**config.mk**
```make
export PLATFORM = sky130hd
export DESIGN_NAME = cache_mem_arbiter
export DESIGN_NICKNAME = d
export VERILOG_FILES = /design/src/rtl/cache_mem_arbiter.sv
export SDC_FILE = /design/constraint.sdc
export NUM_CORES = 1
export LEC_CHECK = 0
export ABC_AREA = 1
export CORE_MARGIN = 8
export CORE_UTILIZATION = 19
export CTS_CLUSTER_SIZE = 28
export DETAILED_ROUTE_END_ITERATION = 8
export PLACE_DENSITY = 0.84
export SETUP_SLACK_MARGIN = 0.3
export SLEW_MARGIN = 10
export SYNTH_ARGS = -nofsm -noshare
export SYNTH_HDL_FRONTEND = slang
export SYNTH_SLANG_ARGS = --single-unit
```
**constraint.sdc**
```tcl
create_clock -name clk -period 1.4 [get_ports clk]
set_input_delay 0.21 -clock clk [delete_from_list [all_inputs] [get_ports clk]]
set_output_delay 0.21 -clock clk [all_outputs]
set_load 0.005 [all_outputs]
```
**src/rtl/cache_mem_arbiter.sv**
```systemverilog
// cache_mem_arbiter: routes icache/dcache word-level misses and writebacks onto
// the single RAM port. One transfer is in flight at a time. dcache wins
// arbitration unless it has already taken STREAK_LIMIT grants back to back
// while icache was waiting.
module cache_mem_arbiter #(
  parameter int STREAK_LIMIT = 4,
  parameter int CNT_W        = 3
) (
  input  logic        clk,
  input  logic        RST,
  input  logic        iREN,
  input  logic [31:0] iaddr,
  output logic        iwait,
  output logic [31:0] iload,
  input  logic        dREN,
  input  logic        dWEN,
  input  logic [31:0] daddr,
  input  logic [31:0] dstore,
  output logic        dwait,
  output logic [31:0] dload,
  output logic        ramREN,
  output logic        ramWEN,
  output logic [31:0] ramaddr,
  output logic [31:0] ramstore,
  input  logic [31:0] ramload,
  input  logic [1:0]  ramstate,
  output logic        err
);

  typedef enum logic [1:0] {IDLE, D_XFER, I_XFER} state_t;

  localparam logic [1:0]       RS_ACCESS = 2'd2;
  localparam logic [1:0]       RS_ERROR  = 2'd3;
  localparam logic [CNT_W-1:0] LIMIT     = CNT_W'(STREAK_LIMIT);

  state_t           state, next;
  logic [CNT_W-1:0] dstreak;
  logic             dreq;
  logic             d_done, i_done, ram_err;

  assign dreq = dREN | dWEN;

  // Next-state and all outputs; RAM is only driven while a transfer is live
  // and its requester still holds its enable.
  always_comb begin
    next     = state;
    iwait    = 1'b1;
    dwait    = 1'b1;
    iload    = '0;
    dload    = '0;
    ramREN   = 1'b0;
    ramWEN   = 1'b0;
    ramaddr  = '0;
    ramstore = '0;
    d_done   = 1'b0;
    i_done   = 1'b0;
    ram_err  = 1'b0;
    case (state)
      IDLE: begin
        if (dreq && (!iREN || dstreak < LIMIT)) next = D_XFER;
        else if (iREN)                           next = I_XFER;
      end
      D_XFER: begin
        if (!dreq) begin
          next = IDLE;  // abort: requester withdrew
        end else begin
          ramaddr  = daddr;
          ramstore = dstore;
          if (dWEN) ramWEN = 1'b1;
          else      ramREN = 1'b1;
          if (ramstate == RS_ACCESS) begin
            dwait  = 1'b0;
            dload  = ramload;
            d_done = 1'b1;
            next   = IDLE;
          end else if (ramstate == RS_ERROR) begin
            ram_err = 1'b1;
            next    = IDLE;  // requester gets re-arbitrated
          end
        end
      end
      I_XFER: begin
        if (!iREN) begin
          next = IDLE;
        end else begin
          ramREN  = 1'b1;
          ramaddr = iaddr;
          if (ramstate == RS_ACCESS) begin
            iwait  = 1'b0;
            iload  = ramload;
            i_done = 1'b1;
            next   = IDLE;
          end else if (ramstate == RS_ERROR) begin
            ram_err = 1'b1;
            next    = IDLE;
          end
        end
      end
      default: next = IDLE;
    endcase
  end

  // State, sticky error and the dcache streak counter.
  always_ff @(posedge clk) begin
    if (RST) begin
      state   <= IDLE;
      dstreak <= '0;
      err     <= 1'b0;
    end else begin
      state <= next;
      if (ram_err) err <= 1'b1;
      if (!iREN || i_done)                dstreak <= '0;
      else if (d_done && dstreak < LIMIT) dstreak <= dstreak + 1'b1;
    end
  end

endmodule
```
==> metrics.txt <==
Worst Max-Slew Pin Slew=about 250 ps; clock skew=2.41 ps; Post-Syn Area=1550 µm²; FF+latch count, synth=6; Register Area=roughly 130 µm²; Worst path slowest cell=dfxtp_4; DIE AREA=11300 µm²; XOR/XNOR share of the synthesized area=0; Max Fclk=0.542 GHz; power density cells=around 360 nW/µm²; post-synthesis adder-cell area fraction=0.0404; vias after detailed routing=3489; Fill cells=~640; crit path time final=around 1800 ps; Worst-Skew Late Latency=230 ps; Core Util, Final=0.708; Synth Net Count=489; share of cells above drive strength 1=0.521; Crit path max-delay family=buffers and inverters; first-pass detailed-route iteration total=4; IO buf count=267; Die H=about 110 µm; Post-Syn Instances=approximately 350; Final Max Slew Viols=0; io pins=268; initial core utilization=0.193; critical setup path kind=flip-flop to output pin; area of the multi-input gates=between 1500 and 2000 µm²; Crit path buffers/inverters=6; vias in the first global route=3700; Final nets=811; leakage power=2.81 nW; final setup fails=135; Max Cap Viol=0; Final period util=1.32; clock buffer depth=2; most frequent cells in the layout=130 x clkdlybuf4s50_1, 83 x buf_2, 81 x nand2_1; total CTS buffers=3; mux cell area share after synthesis=0; post-synthesis sequential area ratio=0.0775; Netlist cell types=16; final worst slack=-446 ps; initial antenna violation count=0; Starting DRT DRC Count=84; Crit. End Element=output pin; # rows=33; RSZ-0062 raised after global routing=yes; post-synthesis simple-gate area fraction=0.566; largest family of logic cells by synthesized area=simple AND/OR/NAND/NOR gates; DP HPWL=9570 µm; first-pass GRT wire length=19700 µm; Antenna Nets Post-Route=0; CTS root buffer=clkbuf_8; post-route design area=5700 µm²; final hold violations=0; failing checks=negative setup slack; Worst-path clk slew=40 ps; largest net degree at the start of global routing=18; Hold WS=438 ps; HP Class=flip-flop to flip-flop; Total Routing Usage GR=0.214; worst-path fanout max=8; critical-path cell list=inv_4, ha_4, inv_4, nor2_4, buf_6, buf_6, clkbuf_16, nand2_4, a21oi_2, buf_2; clock sink count=6; Arrival @ worst endpoint=1640 ps; final setup TNS=-42690 ps; GRT overflow=0; WP data required=1190 ps; final wirelength=13600 µm; syn_area_per_cell=4.44 µm²; htree depth=1; # DRC=0; Ys Warns=0; VDD IR max=0.264 mV; GPL Wtd Cong=around 0.87; CTS tree=built; slowest stage delay, CP=350 ps; vias per cell=4.50; Routed wire per std cell=17.5 µm; Area after DPL=between 4000 and 5000 µm²; worst relative slew slack=0.831; compound-cell area share of the yosys netlist=0.132; pre-CTS setup slack=-770 ps; Die Span X=106 µm; status=finished with violations; diode count=0; commonest non-fill, non-tap cell in the layout=clkdlybuf4s50_1; Startpoint Class=flip-flop; Layout area overhead=267%; Core Box Area=8050 µm²
==> timing repair <==
action                     in CTS  in global routing
hold buffers                    0                  0
pin swaps                      10                 32
gates resized for setup       524                136
setup endpoints to repair     139                139
gates cloned                   10                  3
buffers inserted               25                  4
==> kinds of logic after synthesis <==
logic type                 count (synthesis)
AOI/OAI and AO/OA                         41
adders and majority gates                  5
buffers and inverters                     71
DFF                                        6
and+or+nand+nor                          226
==> final timing paths <==
path,startpoint,end,slack [ps],cells after the start
worst min-delay path,err$_SDFFE_PP0P_,err$_SDFFE_PP0P_,440,2
worst min register to register,err$_SDFFE_PP0P_,err$_SDFFE_PP0P_,440,2
worst max-delay path,state[1]$_SDFFE_PP0P_,ramaddr[30],-450,10
worst max register to register,state[1]$_SDFFE_PP0P_,dstreak[0]$_SDFFE_PP0P_,-200,12
==> cells in the mapped netlist (all sizes together) <==
cell type	number	area share
nand2	114	0.28
nor2	102	0.25
inv	49	0.12
a21oi	39	0.13
buf	15	0.048
nand3	7	0.023
clkbuf	6	0.015
dfxtp	6	0.077
ha	5	0.040
nand4	3	0.012
o21ai	2	0.0065
clkinv	1	0.0024
==> state kept, by name, summed over array words and instances (netlist names) <==
name / count
dstreak: 3
err: 1
state: 2
==> metal layers <==
metal,share of wire,wire [µm],GRT usage,up-vias
met5,0,0,0,-
met4,0.022,299,0.0472,0
met3,0.064,867,0.0551,26
met2,0.57,7710,0.415,146
met1,0.35,4720,0.223,1625
li1,-,-,-,1692
==> through the flow <==
| stage | cells | power, mW |
|---|---|---|
| 2_1_floorplan | 349 | 0.603 |
| 3_3_place_gp | 729 | 1.35 |
| 3_5_place_dp | 729 | 1.38 |
| 4_1_cts | 768 | 1.89 |
| 5_1_grt | 775 | 2.20 |
| 6_report | 775 | 2.07 |
==> tightest hold or removal path, cell delays in order (launching register included) <==
cell     delay (ps)
dfxtp_1         300
inv_1            50
a21oi_1          50
==> area by class of cell <==
type                            instances  share of cell area
Timing Repair Buffer                  338               0.572
Multi-Input combinational cell        272               0.338
Inverter                               50              0.0369
Tap cell                              105              0.0231
Sequential cell                         6              0.0224
Clock buffer                            4             0.00791
==> power breakdown <==
part	switching [mW]	internal [mW]
clock	0.0857	0.197
sequential	0.0102	0.179
combinational	0.694	0.909
No activity file was read; power rests on OpenSTA's default activity.
